$ cat config.mk
export PLATFORM = sky130hd
export DESIGN_NAME = mem_arbiter
export DESIGN_NICKNAME = d
export VERILOG_FILES = /design/src/rtl/mem_arbiter.sv
export SDC_FILE = /design/constraint.sdc
export NUM_CORES = 1
export LEC_CHECK = 0
export BUFFER_PORTS_ARGS = -buffer_cell sky130_fd_sc_hd__buf_4
export CORE_AREA = 5 5 128 130
export DETAILED_ROUTE_END_ITERATION = 8
export DIE_AREA = 0 0 133 135
export GPL_TIMING_DRIVEN = 0
export PLACE_DENSITY = 0.49
export SLEW_MARGIN = 10
export SYNTH_ARGS = -nofsm -noshare
export SYNTH_HDL_FRONTEND = slang
export SYNTH_SLANG_ARGS = --single-unit
$ cat constraint.sdc
create_clock -name clk -period 5.8 [get_ports clk]
set_clock_uncertainty 0.2 [all_clocks]
set_input_delay 0.58 -clock clk [delete_from_list [all_inputs] [get_ports clk]]
set_output_delay 0.58 -clock clk [all_outputs]
set_load 0.05 [all_outputs]
$ cat src/rtl/mem_arbiter.sv
// mem_arbiter: round-robin N:1 memory request arbiter with in-order response routing.
// Optional macro MEM_ARBITER_FIXED_PRIO_EN selects fixed lowest-index priority.
module mem_arbiter #(
  parameter int p_num_clients  = 2,
  parameter int p_req_bits     = 77,
  parameter int p_resp_bits    = 45,
  parameter int p_max_inflight = 4
) (
  input  logic                                  clk,
  input  logic                                  rst,
  input  logic [p_num_clients-1:0]              cl_req_val,
  output logic [p_num_clients-1:0]              cl_req_rdy,
  input  logic [p_num_clients*p_req_bits-1:0]   cl_req_msg,
  output logic [p_num_clients-1:0]              cl_resp_val,
  input  logic [p_num_clients-1:0]              cl_resp_rdy,
  output logic [p_resp_bits-1:0]                cl_resp_msg,
  output logic                                  mem_req_val,
  input  logic                                  mem_req_rdy,
  output logic [p_req_bits-1:0]                 mem_req_msg,
  input  logic                                  mem_resp_val,
  output logic                                  mem_resp_rdy,
  input  logic [p_resp_bits-1:0]                mem_resp_msg
);

  localparam int PW = (p_num_clients > 1) ? $clog2(p_num_clients) : 1;
  localparam int IW = $clog2(p_max_inflight);
  localparam int CW = IW + 1;
  localparam logic [CW-1:0] MAXC = CW'(p_max_inflight);
  localparam logic [PW-1:0] LASTC = PW'(p_num_clients - 1);
  localparam logic [p_num_clients-1:0] ONE = p_num_clients'(1);

  logic [PW-1:0] base;
  logic [PW-1:0] win;
  logic          any;
  logic          can_issue;
  logic          nonempty;
  logic          req_xfer;
  logic          resp_xfer;
  logic [PW-1:0] head_id;

  logic [PW-1:0] fifo_q [p_max_inflight];
  logic [IW-1:0] head_q, head_d;
  logic [IW-1:0] tail_q, tail_d;
  logic [CW-1:0] cnt_q, cnt_d;

`ifdef MEM_ARBITER_FIXED_PRIO_EN
  assign base = '0;
`else
  logic [PW-1:0] ptr_q, ptr_d;
  assign base = ptr_q;
`endif

  // Pick the first requester at or above the priority base, wrapping around.
  always_comb begin
    int            j;
    logic [PW-1:0] idx;
    win = '0;
    any = 1'b0;
    j   = 0;
    idx = '0;
    for (int k = p_num_clients - 1; k >= 0; k--) begin
      j = int'(base) + k;
      if (j >= p_num_clients) j = j - p_num_clients;
      idx = PW'(j);
      if (cl_req_val[idx]) begin
        win = idx;
        any = 1'b1;
      end
    end
  end

  assign can_issue = (cnt_q < MAXC);
  assign nonempty  = (cnt_q != '0);
  assign head_id   = fifo_q[head_q];

  assign mem_req_val = ~rst & can_issue & any;
  assign req_xfer    = mem_req_val & mem_req_rdy;
  assign mem_req_msg = cl_req_msg[int'(win)*p_req_bits +: p_req_bits];
  assign cl_req_rdy  = req_xfer ? (ONE << win) : '0;

  assign mem_resp_rdy = ~rst & nonempty & cl_resp_rdy[head_id];
  assign resp_xfer    = mem_resp_val & mem_resp_rdy;
  assign cl_resp_val  = (~rst & mem_resp_val & nonempty) ? (ONE << head_id) : '0;
  assign cl_resp_msg  = mem_resp_msg;

  // Tracking pointers and occupancy advance on request push / response pop.
  always_comb begin
    head_d = head_q + IW'(resp_xfer);
    tail_d = tail_q + IW'(req_xfer);
    cnt_d  = cnt_q + CW'(req_xfer) - CW'(resp_xfer);
  end

  // Tracking state register; reset discards all outstanding entries.
  always_ff @(posedge clk or posedge rst) begin
    if (rst) begin
      head_q <= '0;
      tail_q <= '0;
      cnt_q  <= '0;
    end else begin
      head_q <= head_d;
      tail_q <= tail_d;
      cnt_q  <= cnt_d;
    end
  end

  // Client-ID storage; contents only matter while counted as valid.
  always_ff @(posedge clk) begin
    if (req_xfer) fifo_q[tail_q] <= win;
  end

`ifndef MEM_ARBITER_FIXED_PRIO_EN
  // Priority moves just past the last winner so every waiter gets a turn.
  always_comb begin
    ptr_d = ptr_q;
    if (req_xfer) ptr_d = (win == LASTC) ? '0 : win + PW'(1);
  end

  // Round-robin pointer register.
  always_ff @(posedge clk or posedge rst) begin
    if (rst) ptr_q <= '0;
    else     ptr_q <= ptr_d;
  end
`endif

`ifndef SYNTHESIS
  // A response with nothing outstanding cannot be routed anywhere.
  always_ff @(posedge clk) begin
    if (!rst && mem_resp_val && cnt_q == '0)
      $error("mem_arbiter: memory response with no outstanding request");
  end

  function automatic string trace();
    string s;
    string b;
    s = $sformatf("%0d>%0d", win, cnt_q);
    b = "";
    if (!req_xfer) begin
      for (int i = 0; i < s.len(); i++) b = {b, " "};
      s = b;
    end
    return s;
  endfunction
`endif

endmodule
==> results.yml <==
outcome:
  run_status: "finished, final reports clean"
cells_and_area:
  antennaDiodeCount: 0
  design.final.nets: 687
  final_area_sq_mm: 0.00436
  fraction_of_layout_instances_using_a_drive_strength_above_1_pct: 89.9
  area_growth_syn_to_layout_pct: 134
  post_layout_nonfiller_instances: 664
  final.fill_count: 1577
logic_synthesis:
  synth_area_per_cell_sq_um: 10.2
  syn_nets: 393
  ys.warnings.count: 0
  ys_ff_latch: 12
  yosys.cell_types.count: 24
  synth.yosys.seq_area_share_pct: 17.2
  netlist_instances: 183
  synth.cell_area_sq_mm: 0.00186
clock_tree:
  h-tree-depth: 1
  clock-root-buffer: "sky130_fd_sc_hd__clkbuf_16"
  cts_buffers: 3
  cts_tree: "built"
  clock_pin_transition_on_the_worst_setup_and_hold_timing_paths_ns: 0.04
  postCtsHoldBufs: 0
  clock_insertion_delay_worst_skew_ns: 0.24
  max-clock-path-buffers: 2
  cts.sinks: 12
  cts.repair_timing.setup_buffer_count: 0
  post_cts_resized: 0
timing:
  post-route-min-period_ns: 3.00
  worst_pin_slew_ns: 0.500
  slew_headroom_pct: 66.6
  timing_max_transition_violations_final: 0
  layout_worst_path_cycle_share_pct: 51.8
  final.setup.tns_ns: 0
  worst_hold_slack_ns: 0.132
  final.setup.worst_slack_ns: 2.80
  setup_viol_count_final: 0
  timing.final.hold_violations: 0
  timing.fmax_mhz: 333
  grt_setup_unrepaired: "false"
global_routing:
  grt-ovfl-total: 0
  grt_start_max_net_pins: 11
  grt_pass1_wl_microns: 14500
  antenna_found_initial: 0
  vias_in_the_first_global_route: 2830
  groute.usage.overall_pct: 9.82
place:
  io_buffers: 289
  gp_congestion: 0.829
  placed_cells_incl_taps: 660
  half_perimeter_wire_length_after_placement_microns: 9110
  placement.setup.worst_slack_ns: 2.67
  placement.cell_area_sq_mm: 0.00427
worst_setup_path:
  signal_arrival_time_at_the_worst_endpoint_ns: 2.22
  timing.critical_path.from_type: "input port"
  critical_path_class: "input port to output pin"
  critical_path_peak_fanout: 10
  crit_required_ns: 5.02
  worst_setup_path_end_kind: "output pin"
floorplan:
  num_rows: 45
  floorplan.die.width_microns: 133
  floorplan.die.height_microns: 135
  starting_density_of_the_core_pct: 12.4
  ios: 335
  floorplan.core_area_sq_mm: 0.0150
  design.die.area_sq_mm: 0.0180
detailed_routing:
  number_of_remaining_drc_errors: 0
  vias: 2434
  detail_route.vias_per_cell: 3.67
  dr.pass1.iters: 4
  routed_wirelength_microns: 9950
  drt-initial-drc-count: 42
  avgRoutedWirePerCell_microns: 15.0
  drt.antenna.violating_nets: 0
min_path:
  timing.hold.worst.class: "input port to async pin"
pwr:
  power_leakage_nw: 2.27
  vdd_ir_drop_max_uv: 93.2
  cellPowerDensity_mw_per_mm2: 266
job:
  cap_viol_max_count: 0
## cell usage after synthesis
| cell type | number | area [sq um] |
|---|---|---|
| sky130_fd_sc_hd__o21ai_2 | 1 | 8.76 |
| sky130_fd_sc_hd__xnor2_1 | 2 | 17.5 |
| sky130_fd_sc_hd__and3_2 | 1 | 7.51 |
| sky130_fd_sc_hd__nor3b_1 | 3 | 22.5 |
| sky130_fd_sc_hd__dfrtp_1 | 8 | 200 |
| sky130_fd_sc_hd__inv_1 | 6 | 22.5 |
| sky130_fd_sc_hd__nor2b_1 | 1 | 6.26 |
| sky130_fd_sc_hd__mux2i_2 | 1 | 13.8 |
| sky130_fd_sc_hd__or3_1 | 1 | 6.26 |
| sky130_fd_sc_hd__nor2_2 | 1 | 6.26 |
| sky130_fd_sc_hd__xor2_1 | 4 | 35.0 |
| sky130_fd_sc_hd__buf_4 | 46 | 345 |
| sky130_fd_sc_hd__nand2_1 | 3 | 11.3 |
| sky130_fd_sc_hd__nor3_1 | 3 | 15.0 |
| sky130_fd_sc_hd__mux4_2 | 1 | 22.5 |
| sky130_fd_sc_hd__ha_1 | 2 | 25.0 |
| sky130_fd_sc_hd__a21oi_1 | 2 | 10.0 |
| sky130_fd_sc_hd__nor2_1 | 5 | 18.8 |
| sky130_fd_sc_hd__mux2_2 | 77 | 867 |
| sky130_fd_sc_hd__edfxtp_1 | 4 | 120 |
| sky130_fd_sc_hd__fa_1 | 1 | 20.0 |
| sky130_fd_sc_hd__buf_2 | 7 | 35.0 |
| sky130_fd_sc_hd__mux2i_1 | 2 | 20.0 |
| sky130_fd_sc_hd__and3_1 | 1 | 6.26 |
## worst paths after layout
check / from / endpoint / slack (ns) / cells after the start
max reg2reg: head_q[0] / cnt_q[2] / 3.17 / 9
max: cl_req_val[0] / mem_req_msg[4] / 2.80 / 7
min in group clk: cnt_q[2] / cnt_q[2] / 0.30 / 1
max in group asynchronous: rst / head_q[1] / 5.00 / 2
min: rst / cnt_q[2] / 0.13 / 2
min reg2reg: cnt_q[2] / cnt_q[2] / 0.30 / 1
## registers in the layout, summed over array words and instances, names as in the netlist
| name | count |
|---|---|
| tail_q | 2 |
| head_q | 2 |
| cnt_q | 3 |
| base | 1 |
| fifo_q | 4 |
## kinds of logic (layout without fill, tap and decap cells)
kind of cell	count (synthesis)	in the layout	share of synthesized area, %
buf+inv	59	352	21.6
xor+xnor	6	6	2.82
compound gates	3	3	1.01
fa+ha+maj	3	3	2.42
flops	12	12	17.2
mux	81	81	49.6
simple gates	19	19	5.37
## report_power, final
group / switching [mW] / internal (mW) / total (mW)
registers: 0.0311 / 0.121 / 0.152
logic: 0.519 / 0.347 / 0.865
clock network: 0.0354 / 0.104 / 0.139
total: 0.585 / 0.572 / 1.16
## per-stage QoR
step | util, % | power [mW]
6_report | 29.0 | 1.16
5_1_grt | 29.0 | 1.22
3_5_place_dp | 28.4 | 1.03
4_1_cts | 29.0 | 1.17
3_3_place_gp | 28.4 | 1.02
2_1_floorplan | - | 0.744
## layer usage
| metal | share of wire (%) | wire (microns) | track usage [%] |
|---|---|---|---|
| met1 | 34 | 3340 | 10.4 |
| met2 | 55 | 5490 | 19.0 |
| met3 | 11 | 1070 | 3.69 |
| met4 | 0.53 | 53 | 1.04 |
| met5 | 0 | 0 | 0 |
## area by class of cell
type	count	area [sq um]	share of cell area (%)
plain buffers	53	380	8.73
clock buffers	4	88.8	2.04
inverters	6	22.5	0.517
multi-input cells	112	1140	26.2
flip-flops and latches	12	320	7.35
well taps	188	235	5.40
repair buffers	289	2170	49.8
## cells in the final DEF (no fill, tap or decap), types with 3 or more instances in the layout
cell	n
sky130_fd_sc_hd__nor2_1	5
sky130_fd_sc_hd__clkbuf_16	3
sky130_fd_sc_hd__dfrtp_1	8
sky130_fd_sc_hd__buf_4	335
sky130_fd_sc_hd__nand2_1	3
sky130_fd_sc_hd__xor2_1	4
sky130_fd_sc_hd__inv_1	6
sky130_fd_sc_hd__buf_2	7
sky130_fd_sc_hd__mux2_2	77
sky130_fd_sc_hd__nor3_1	3
sky130_fd_sc_hd__nor3b_1	3
sky130_fd_sc_hd__edfxtp_1	4
## critical path, cell delays in order
cell and delay (ns):
sky130_fd_sc_hd__buf_4 0.09, sky130_fd_sc_hd__inv_1 0.04, sky130_fd_sc_hd__o21ai_2 0.40, sky130_fd_sc_hd__buf_2 0.34, sky130_fd_sc_hd__buf_4 0.23, sky130_fd_sc_hd__mux2_2 0.35
sky130_fd_sc_hd__buf_4 0.19
(Power assumes the default switching activity.)
